**src/rtl/edge_detect_pkg.sv**
```systemverilog
// edge_detect_pkg: shared edge mode type and parameter range limits for sync_edge_detect
package edge_detect_pkg;
   typedef enum logic [1:0] {
      EDGE_OFF  = 2'b00,
      EDGE_RISE = 2'b01,
      EDGE_FALL = 2'b10,
      EDGE_BOTH = 2'b11
   } edge_mode_t;
   localparam int NUM_CH_MIN = 1;
   localparam int NUM_CH_MAX = 16;
   localparam int SYNC_MIN   = 2;
   localparam int SYNC_MAX   = 4;
   localparam int FILT_MIN   = 1;
   localparam int FILT_MAX   = 15;
   localparam int CNT_W      = 4;
endpackage

```
**src/rtl/edge_detect_chan.sv**
```systemverilog
// edge_detect_chan: one channel of synchronizer, optional stability filter (EDGE_GLITCH_FILTER_EN), prior level, edge pulse and sticky flag
module edge_detect_chan
   import edge_detect_pkg::*;
#(
   parameter int   SYNC_STAGES   = 2,
   parameter int   FILTER_CYCLES = 3,
   parameter logic IDLE_VAL      = 1'b1
) (
   input  logic       clk,
   input  logic       n_rst,
   input  logic       d_in,
   input  edge_mode_t mode,
   input  logic       clear,
   output logic       d_sync,
   output logic       d_edge,
   output logic       edge_seen
);
   logic [SYNC_STAGES-1:0] sync_q, sync_d;
   logic prior_q, prior_d, edge_q, edge_d, seen_q, seen_d;
   logic level, rise, fall;
`ifdef EDGE_GLITCH_FILTER_EN
   logic [CNT_W-1:0] cnt_q, cnt_d, cnt_inc;
   logic filt_q, filt_d;
   // filtered level follows the synchronized level only after FILTER_CYCLES consecutive disagreeing cycles
   always_comb begin
      cnt_inc = (sync_q[SYNC_STAGES-1] != filt_q) ? cnt_q + 1'b1 : '0;
      filt_d  = (cnt_inc == CNT_W'(FILTER_CYCLES)) ? sync_q[SYNC_STAGES-1] : filt_q;
      cnt_d   = (cnt_inc == CNT_W'(FILTER_CYCLES)) ? '0 : cnt_inc;
   end
   // filter state resets to the idle level with an empty count
   always_ff @(posedge clk or negedge n_rst) begin
      if (!n_rst) begin
         cnt_q  <= '0;
         filt_q <= IDLE_VAL;
      end else begin
         cnt_q  <= cnt_d;
         filt_q <= filt_d;
      end
   end
   assign level = filt_q;
`else
   assign level = sync_q[SYNC_STAGES-1];
`endif
   // shift chain, prior level tracking, mode-qualified edge and sticky flag
   always_comb begin
      sync_d  = {sync_q[SYNC_STAGES-2:0], d_in};
      prior_d = level;
      rise    = level & ~prior_q;
      fall    = ~level & prior_q;
      edge_d  = (mode == EDGE_BOTH) ? (rise | fall) :
                (mode == EDGE_RISE) ? rise :
                (mode == EDGE_FALL) ? fall : 1'b0;
      seen_d  = edge_d | edge_q | (seen_q & ~clear);
   end
   // all line-level flops load the idle level so reset release never looks like an edge
   always_ff @(posedge clk or negedge n_rst) begin
      if (!n_rst) begin
         sync_q  <= {SYNC_STAGES{IDLE_VAL}};
         prior_q <= IDLE_VAL;
         edge_q  <= 1'b0;
         seen_q  <= 1'b0;
      end else begin
         sync_q  <= sync_d;
         prior_q <= prior_d;
         edge_q  <= edge_d;
         seen_q  <= seen_d;
      end
   end
   assign d_sync    = level;
   assign d_edge    = edge_q;
   assign edge_seen = seen_q;
endmodule

```
**src/rtl/sync_edge_detect.sv**
```systemverilog
// sync_edge_detect: NUM_CH independent synchronized edge detectors; stability filter compiled in by EDGE_GLITCH_FILTER_EN
module sync_edge_detect
   import edge_detect_pkg::*;
#(
   parameter int   NUM_CH        = 4,
   parameter int   SYNC_STAGES   = 2,
   parameter int   FILTER_CYCLES = 3,
   parameter logic IDLE_VAL      = 1'b1
) (
   input  logic                clk,
   input  logic                n_rst,
   input  logic [NUM_CH-1:0]   d_in,
   input  logic [2*NUM_CH-1:0] mode,
   input  logic [NUM_CH-1:0]   clear,
   output logic [NUM_CH-1:0]   d_sync,
   output logic [NUM_CH-1:0]   d_edge,
   output logic [NUM_CH-1:0]   edge_seen
);
   if (NUM_CH < NUM_CH_MIN || NUM_CH > NUM_CH_MAX) begin : g_bad_ch
      $error("NUM_CH out of range");
   end
   if (SYNC_STAGES < SYNC_MIN || SYNC_STAGES > SYNC_MAX) begin : g_bad_sync
      $error("SYNC_STAGES out of range");
   end
   if (FILTER_CYCLES < FILT_MIN || FILTER_CYCLES > FILT_MAX) begin : g_bad_filt
      $error("FILTER_CYCLES out of range");
   end
   for (genvar g = 0; g < NUM_CH; g++) begin : g_ch
      edge_detect_chan #(
         .SYNC_STAGES  (SYNC_STAGES),
         .FILTER_CYCLES(FILTER_CYCLES),
         .IDLE_VAL     (IDLE_VAL)
      ) u_chan (
         .clk      (clk),
         .n_rst    (n_rst),
         .d_in     (d_in[g]),
         .mode     (edge_mode_t'(mode[2*g +: 2])),
         .clear    (clear[g]),
         .d_sync   (d_sync[g]),
         .d_edge   (d_edge[g]),
         .edge_seen(edge_seen[g])
      );
   end
endmodule

```
**config.mk**
```make
export PLATFORM = sky130hd
export DESIGN_NAME = sync_edge_detect
export DESIGN_NICKNAME = d
export VERILOG_FILES = /design/src/rtl/edge_detect_pkg.sv /design/src/rtl/edge_detect_chan.sv /design/src/rtl/sync_edge_detect.sv
export SDC_FILE = /design/constraint.sdc
export NUM_CORES = 1
export LEC_CHECK = 0
export CAP_MARGIN = 25
export CORE_ASPECT_RATIO = 0.7
export CORE_MARGIN = 2
export CORE_UTILIZATION = 30
export DETAILED_ROUTE_END_ITERATION = 16
export MAX_ROUTING_LAYER = met4
export SLEW_MARGIN = 10
export SYNTH_ARGS = -nofsm -noshare
export SYNTH_HDL_FRONTEND = slang
export SYNTH_SLANG_ARGS = --single-unit
```
**constraint.sdc**
```tcl
create_clock -name clk -period 1.22 [get_ports clk]
set_clock_uncertainty 0.1 [all_clocks]
set_input_delay 0.244 -clock clk [delete_from_list [all_inputs] [get_ports clk]]
set_output_delay 0.244 -clock clk [all_outputs]
set_load 0.05 [all_outputs]
```
==> summary by stage, run 1 <==
Synthesis
The number of synthesized flops with an enable pin is 0. Ranked by instance count, the synthesized netlist is headed by sky130_fd_sc_hd__buf_4, sky130_fd_sc_hd__dfstp_2, sky130_fd_sc_hd__inv_1, sky130_fd_sc_hd__dfrtp_1, sky130_fd_sc_hd__ha_1. The primary flip-flop cell chosen by synthesis mapping is sky130_fd_sc_hd__dfstp_2.

Synthesis instantiated 12 different standard cells from the library. Yosys attributes the largest share of cell area to sky130_fd_sc_hd__dfstp_2, sky130_fd_sc_hd__dfrtp_1, sky130_fd_sc_hd__ha_1. Of all cell types, the one taking the most synthesized area is sky130_fd_sc_hd__dfstp_2. The Yosys step of the flow raised 0 warnings. Summing the sequential cell areas from Yosys gives 55.23% of the chip area. A synthesized cell averages 11.82 µm². The top cell type by area accounts for 33.78% of the synthesized area.

The net count of the mapped netlist is between 100 and 150. The gate count of the mapped netlist is 79. The post-synthesis cell area is 933.4 µm².

The share of flip-flops with an asynchronous set or reset after synthesis is 100.0%. The total of flip-flops plus latches after synthesis is 20.

Clock network
The number of clock sinks seen by CTS is 20. TritonCTS built the clock tree. The insertion delay of the later-clocked pin in the worst-skew pair is 250 ps. The number of buffers inserted by hold repair at cts is 0. The number of H-tree levels is 1. The post-CTS clock slew at the launch and capture registers of the worst setup and hold paths is approximately 70 ps.

In this run the clock root is driven by a sky130_fd_sc_hd__clkbuf_8. The number of buffers on the longest clock path is 2. In this run, CTS created clock tree buffers numbering 3.

STA
Setup repair after global routing could not meet its margin everywhere. The worst-case hold slack is 227.8 ps. The maximum clock rate is between 0.7 and 0.8 GHz. The count of final setup violators is 12. The final hold violation count is 0. The count of pins over their slew limit was 0.

Dividing the final minimum period by the clock period gives 113.8%. The worst slew margin relative to its limit is 87.12%. For the finished layout, the period the worst path requires is 1388 ps. For the pin with the worst max-slew slack, the measured transition is a little under 200 ps.

The final worst-path setup slack is -168.0 ps.

Floorplanning
The initial utilization of the core area, before any placement, comes to 32.38%. The total area inside the core boundary comes to 2883 µm². From bottom edge to top edge, the die measures slightly above 50 µm. The I/O pin count is 30. Row generation in the floorplan step produced 16 rows. From left edge to right edge, the die measures 70.67 µm. The floorplan step defined a die boundary enclosing 3581 µm².

Setup path
Data arrives at the worst endpoint at 1040 ps. The count of buffer and inverter cells on the critical path is 2. The cell with the largest stage delay on the worst path is sky130_fd_sc_hd__dfstp_2. For the worst setup path, the data required time is 880 ps. The maximum fanout encountered on the critical timing path is 3. The critical path startpoint category is a register. The critical path goes through buf_6, buf_12.

The cell type group with the largest total delay on the critical path is flip-flops. The type of the worst setup path is register to output port. The type of destination of the critical path is an output port. The delay of the slowest cell on the worst path is 560 ps.

Power and ir drop
The sum of internal, switching and leakage power is 1.760 mW. In this run the power density over the cells is 1112 nW/µm². The peak supply drop is 0.0006441 V.

Summed over all cells, the static leakage comes to 0.6938 nW.

GRT
The global routing usage summed across all routing layers is 10.69%. The first global-routing pass estimated 2739 µm of wire. The initial antenna violation count came to 0. Entering global routing, the biggest net connects 21 pins. The number of global-route vias before repair is 632. The total congestion overflow is 0.

Drt
For this run, design rule violations remaining after detail routing come to 0. The number of optimization iterations in the first detailed-route pass is 3. The via count is 629. The detail route stage leaves a number of antenna-violating nets equal to 0. The wire length reported by the detailed router is 1643 µm. In the final routed layout, each cell accounts on average for 10.81 µm. The number of vias per cell is between 4 and 5. The first routing iteration left 26 violations.

Place
Routability-driven placement finished with a final weighted congestion of 0.7294. OpenSTA, run right after detailed placement, puts the worst setup slack at -146.3 ps. After legalization and detailed placement, the total HPWL measured 1221 µm. The instance area after placement is 1421 µm². In this run the tool buffered the top-level ports with 29 buffer cells.

Status
The checks that failed: negative setup slack. The flow ran to the end, but the final reports show violations.

Cells and area
At the end of the flow, the number of nets in the layout was ~140. The post-route cell area is 1583 µm². The fraction of final layout cells with drive strength greater than 1 is 55.17%.

The repair_antennas step left the layout with diodes totalling 0. The area growth from synthesis to layout is 69.57%. Cells fill 54.90% of the core in the end. The count of filler cells inserted in the layout is 236.

Flow run
Across the run, the number of max-cap violations was 0.

Worst hold path
The path category of the worst min-delay check is input port to asynchronous set/reset pin.
worst reg2reg max path, delay by kind of cell (launching register included):
family,cells,cell delay (ps)
flops,1,540
compound gates,2,260
buf+inv,1,40
fa+ha+maj,1,260
simple gates,1,40
where the power goes:
| group | total [mW] | leakage (nW) | switching (mW) | internal [mW] |
|---|---|---|---|---|
| logic | 0.545 | 0.448 | 0.249 | 0.296 |
| clock network | 0.438 | 0.0228 | 0.206 | 0.232 |
| registers | 0.777 | 0.223 | 0.0457 | 0.731 |
| total | 1.76 | 0.694 | 0.500 | 1.26 |
cell usage in the layout, fill, tap and decap left out:
| master | netlist | layout |
|---|---|---|
| sky130_fd_sc_hd__clkdlybuf4s50_1 | 0 | 17 |
| sky130_fd_sc_hd__buf_12 | 0 | 13 |
| sky130_fd_sc_hd__dfstp_2 | 12 | 12 |
| sky130_fd_sc_hd__buf_4 | 12 | 10 |
| sky130_fd_sc_hd__dfrtp_1 | 8 | 8 |
| sky130_fd_sc_hd__inv_2 | 0 | 6 |
| sky130_fd_sc_hd__nor2b_4 | 3 | 6 |
| sky130_fd_sc_hd__inv_1 | 12 | 6 |
| sky130_fd_sc_hd__nand2_1 | 5 | 5 |
| sky130_fd_sc_hd__o211ai_1 | 5 | 5 |
| sky130_fd_sc_hd__ha_4 | 0 | 5 |
| sky130_fd_sc_hd__buf_6 | 0 | 5 |
| sky130_fd_sc_hd__o21ai_1 | 4 | 4 |
| sky130_fd_sc_hd__a21oi_1 | 4 | 4 |
| sky130_fd_sc_hd__o21ai_2 | 3 | 3 |
| sky130_fd_sc_hd__clkbuf_8 | 0 | 3 |
| sky130_fd_sc_hd__ha_1 | 8 | 2 |
| sky130_fd_sc_hd__ha_2 | 0 | 1 |
| sky130_fd_sc_hd__clkbuf_1 | 0 | 1 |
state kept, by name (all words and copies together), names as in the netlist:
name                   cells
g_ch.u_chan.d_edge         4
g_ch.u_chan.edge_seen      4
g_ch.u_chan.prior_q        4
g_ch.u_chan.sync_q         8
area by class of cell:
| type | count | area (µm²) | area share [%] |
|---|---|---|---|
| timing repair buffer | 45 | 561.8 | 35.49 |
| sequential | 20 | 515.5 | 32.57 |
| multi-input combinational | 35 | 370.4 | 23.40 |
| clock buffer | 4 | 45.04 | 2.846 |
| inverter | 12 | 45.04 | 2.846 |
| tap | 36 | 45.04 | 2.846 |
logic make-up after synthesis:
kind of cell               synth area share (%)
buffers and inverters                     14.48
DFF                                       55.23
AOI/OAI and AO/OA                         11.13
and+or+nand+nor                           8.446
adders and majority gates                 10.72
repair_timing:
item	4_1_cts	5_1_grt
gates cloned	0	0
endpoints found under the hold margin	0	0
buffers inserted	6	4
pin swaps	2	0
setup endpoints to repair	12	12
gates resized for setup	8	3
stage by stage:
step / setup TNS [ps] / cells
2_1_floorplan: -326.7 / 79
3_3_place_gp: -498.7 / 139
3_5_place_dp: -744.7 / 139
4_1_cts: -1531 / 149
5_1_grt: -2102 / 152
6_report: -1480 / 152
per-layer routing:
metal	share of wire, %	global-route usage (%)	vias to the layer above
met5	0	-	-
met4	2.4	6.604	0
met3	7.2	4.016	5
li1	-	-	312
met2	49	16.04	21
met1	41	12.20	291
final timing paths:
| path | start | end | slack [ps] | cells past startpoint |
|---|---|---|---|---|
| min | n_rst | g_ch[0].u_chan.edge_seen | 230 | 2 |
| min in group clk | g_ch[3].u_chan.sync_q[0] | g_ch[3].u_chan.sync_q[1] | 260 | 0 |
| min reg2reg | g_ch[3].u_chan.sync_q[0] | g_ch[3].u_chan.sync_q[1] | 260 | 0 |
| max | g_ch[2].u_chan.sync_q[1] | d_sync[2] | -170 | 2 |
| max reg2reg | g_ch[1].u_chan.prior_q | g_ch[1].u_chan.edge_seen | -150 | 5 |
| max in group asynchronous | n_rst | g_ch[3].u_chan.prior_q | 560 | 2 |
Power figures use the tool's default switching activity.
==> inputs of run 2 (changes only) <==
==> constraint.sdc (replaced) <==
create_clock -name clk -period 1.2 [get_ports clk]
set_clock_uncertainty 0.1 [all_clocks]
set_input_delay 0.24 -clock clk [delete_from_list [all_inputs] [get_ports clk]]
set_output_delay 0.24 -clock clk [all_outputs]
set_load 0.1 [all_outputs]
==> run 2 against run 1 <==
The flow still finishes with violations (negative setup slack). Setup slack got worse by 62 ps. Clock-buffer cell count did not move. Utilization barely moved. Clock power rose by 1%. First-iteration DRC count fell by 62%. Sequential power rose by 2%. Register-to-register slack barely moved. Combinational power rose by 30%. Global-route usage fell by 0.35 points. Non-clock buffer count fell by 2. Critical path type unchanged. Critical endpoint is now d_sync[0]. Largest cell class unchanged. Largest power group unchanged.
==> summary by stage, run 2 (synthesized netlist as in run 1, its figures left out) <==
Status
The flow ran to the end, but the final reports show violations. The final reports fail on negative setup slack.

Setup path
The critical path data arrival time is 1090 ps (+50 ps). The maximum fanout encountered on the critical timing path is 2 (-1). The endpoint of the worst setup timing path is d_sync[0]. The reg-to-reg endpoint is g_ch[3].u_chan.edge_seen. The critical path startpoint category is a register. The worst setup path is captured at an output port. The data required time at the worst endpoint is 860 ps (-20 ps). In this run the critical register-to-register path is launched from g_ch[3].u_chan.sync_q[1]. The worst reg-to-reg setup slack is -160 ps (about the same).

The logic depth of the worst register-to-register path came to 6 (+1). The timing startpoint of the critical path is g_ch[0].u_chan.sync_q[1]. The type of the worst setup path is register to output port.

Drt
The number of nets still failing antenna checks after routing came to 0 (unchanged). The wire length reported by the detailed router is 1587 µm (-3.4%). The initial detailed-routing violation count came to 10 (-62%).

The number of optimization iterations in the first detailed-route pass is 3 (unchanged). The number of vias per cell was 4.133 (-0.12%). The via count was 620 (-1.4%). The average wire per standard cell is 10.58 µm (-2.1%).

The residual DRC count is 0 (unchanged).

Flow run
The reported max-cap violation count is 0 (unchanged).

Cells and area
The synthesis-to-layout area growth is 69.44% (about the same). The library cells used most frequently in the layout, excluding fill and tap cells, are sky130_fd_sc_hd__clkdlybuf4s50_1, sky130_fd_sc_hd__buf_12, sky130_fd_sc_hd__dfstp_2. The fraction of final layout cells with drive strength greater than 1 is 53.51% (-1.7 points).

The number of flip-flops under the largest register name is 8 (unchanged). The post-route cell area is 1582 µm² (about the same). The number of antenna cells inserted is 0 (unchanged). The net total in the final layout was 141 (-1.4%). The top register by number of flip-flops is g_ch.u_chan.sync_q. The most common library cell in the layout ignoring fill and taps is sky130_fd_sc_hd__clkdlybuf4s50_1.

Floorplanning
The overall die width was 70.67 µm (unchanged). The effective utilization at floorplan is 32.38% (unchanged). The die extent in y is 50.67 µm (unchanged). The row count is 16 (unchanged). The floorplan die area came to 3581 µm² (unchanged). The core area is 2883 µm² (unchanged). The I/O pin count came to 30 (unchanged).

Worst hold path
The worst hold path belongs to the class input port to asynchronous set/reset pin.

Clock network
TritonCTS built the clock tree. The number of H-tree levels is 1 (unchanged). The number of buffers inserted by hold repair at cts is 0 (unchanged). The tree is rooted in a sky130_fd_sc_hd__clkbuf_8. The number of clock sinks seen by CTS came to 20 (unchanged).

The insertion delay of the later-clocked pin in the worst-skew pair came to 250 ps (about the same). The number of buffers created by CTS is 3 (unchanged). The post-CTS clock slew at the launch and capture registers of the worst setup and hold paths is 70 ps (about the same). The number of buffers on the longest clock path is 2 (unchanged).

STA
The count of pins over their slew limit came to 0 (unchanged). The worst-margin pin slew is 196.0 ps (+3.578 ps). The final worst-path setup slack is -230.3 ps (-62.33 ps).

Setup repair after global routing could not meet its margin everywhere. The clock period minus final worst setup slack is 1430 ps. The count of final setup violators is 12 (unchanged).

Static timing analysis puts the maximum clock frequency at around 0.7 GHz. The worst slew margin relative to its limit came to 86.88% (-0.24 points). The final hold violation count is 0 (unchanged).

The fraction of the cycle the final worst path needs is 119.2%.

Power and ir drop
The switching power summed over all nets was 0.6575 mW (+31%). The peak supply drop came to 0.0008360 V (+30%). The internal power summed over all cells is 1.282 mW (+1.8%). The part of the power in the clock network is 22.9% (-2.0 points). The static power due to leakage is 0.6879 nW (-0.84%). The proportion of total power due to net switching is 33.89% (+5.5 points). The share of total power in sequential cells is 40.7% (-3.4 points).

The combinational power share was 36.4% (+5.4 points). The cell area power density is 1227 nW/µm² (+10%).

GRT
The first-pass GRT wire length is 2670 µm (-2.5%). The total congestion overflow was 0 (unchanged). The initial antenna violation count is 0 (unchanged). The largest net degree at the start of global routing came to 21 (unchanged). The number of global-route vias before repair is 598 (-5.4%). The global routing usage summed across all routing layers is 10.34% (-0.35 points).

Place
The instance area after placement came to 1434 µm² (+0.88%). The minimum setup slack after placement is -151.2 ps (-4.981 ps). The routability-driven placement congestion ratio was 0.7307 (+0.18%). The HPWL reported at the end of detailed placement came to 1245 µm (+2.0%). The count of buffers inserted at the top-level ports is 29 (unchanged).
-- run 2: what timing repair did --
item                       4_1_cts  5_1_grt
buffers inserted                 5        2
pin swaps                        3        3
setup endpoints to repair       14       20
resized for setup               11        1
-- run 2: routing by layer --
metal | share of wire, % | routed length, µm | GRT usage, %
met1 | 40 | 639 | 11.61
met2 | 50 | 787 | 16.04
met3 | 8.4 | 133 | 4.618
met5 | 0 | 0 | -
met4 | 1.6 | 26 | 4.717
-- run 2: worst max-delay path, cell delays in order (launching register included) --
cell and delay (ps):
sky130_fd_sc_hd__dfstp_2 560, sky130_fd_sc_hd__buf_12 110, sky130_fd_sc_hd__buf_12 160
-- run 2: power by group through the flow --
stage	Clock (mW)	Combinational [mW]	Sequential (mW)
finish	0.444	0.706	0.790
global route	0.507	0.736	0.796
CTS	0.468	0.705	0.791
detailed placement	0	0.678	0.803
global placement	0	0.671	0.800
floorplan	0	0.446	0.780
-- run 2: layout make-up --
cell class,count,area (µm²)
inverters,12,50.05
repair buffers,43,563.0
flip-flops and latches,20,515.5
well taps,36,45.04
fillers,255,1301
multi-input cells,35,362.8
clock buffers,4,45.04
-- run 2: how the worst min path moves through the flow --
stage | start | to | cells after the start
finish | n_rst | g_ch[0].u_chan.edge_seen | 2
global route | n_rst | g_ch[0].u_chan.d_edge | 2
CTS | n_rst | g_ch[0].u_chan.edge_seen | 2
detailed placement | g_ch[0].u_chan.sync_q[0] | g_ch[0].u_chan.sync_q[1] | 0
floorplan | n_rst | g_ch[0].u_chan.d_edge | 0
global placement | g_ch[1].u_chan.sync_q[0] | g_ch[1].u_chan.sync_q[1] | 0
-- run 2: stage by stage --
step | hold WS, ps | power, mW | TNS (ps) | instances | utilization, %
global placement | 246.3 | 1.471 | -645.1 | 139 | 49.74
global route | 235.1 | 2.039 | -2598 | 150 | 54.86
finish | 226.0 | 1.940 | -1875 | 150 | 54.86
CTS | 232.5 | 1.964 | -1984 | 148 | 54.25
floorplan | -155.6 | 1.226 | -486.7 | 79 | -
detailed placement | 247.6 | 1.481 | -865.5 | 139 | 49.74
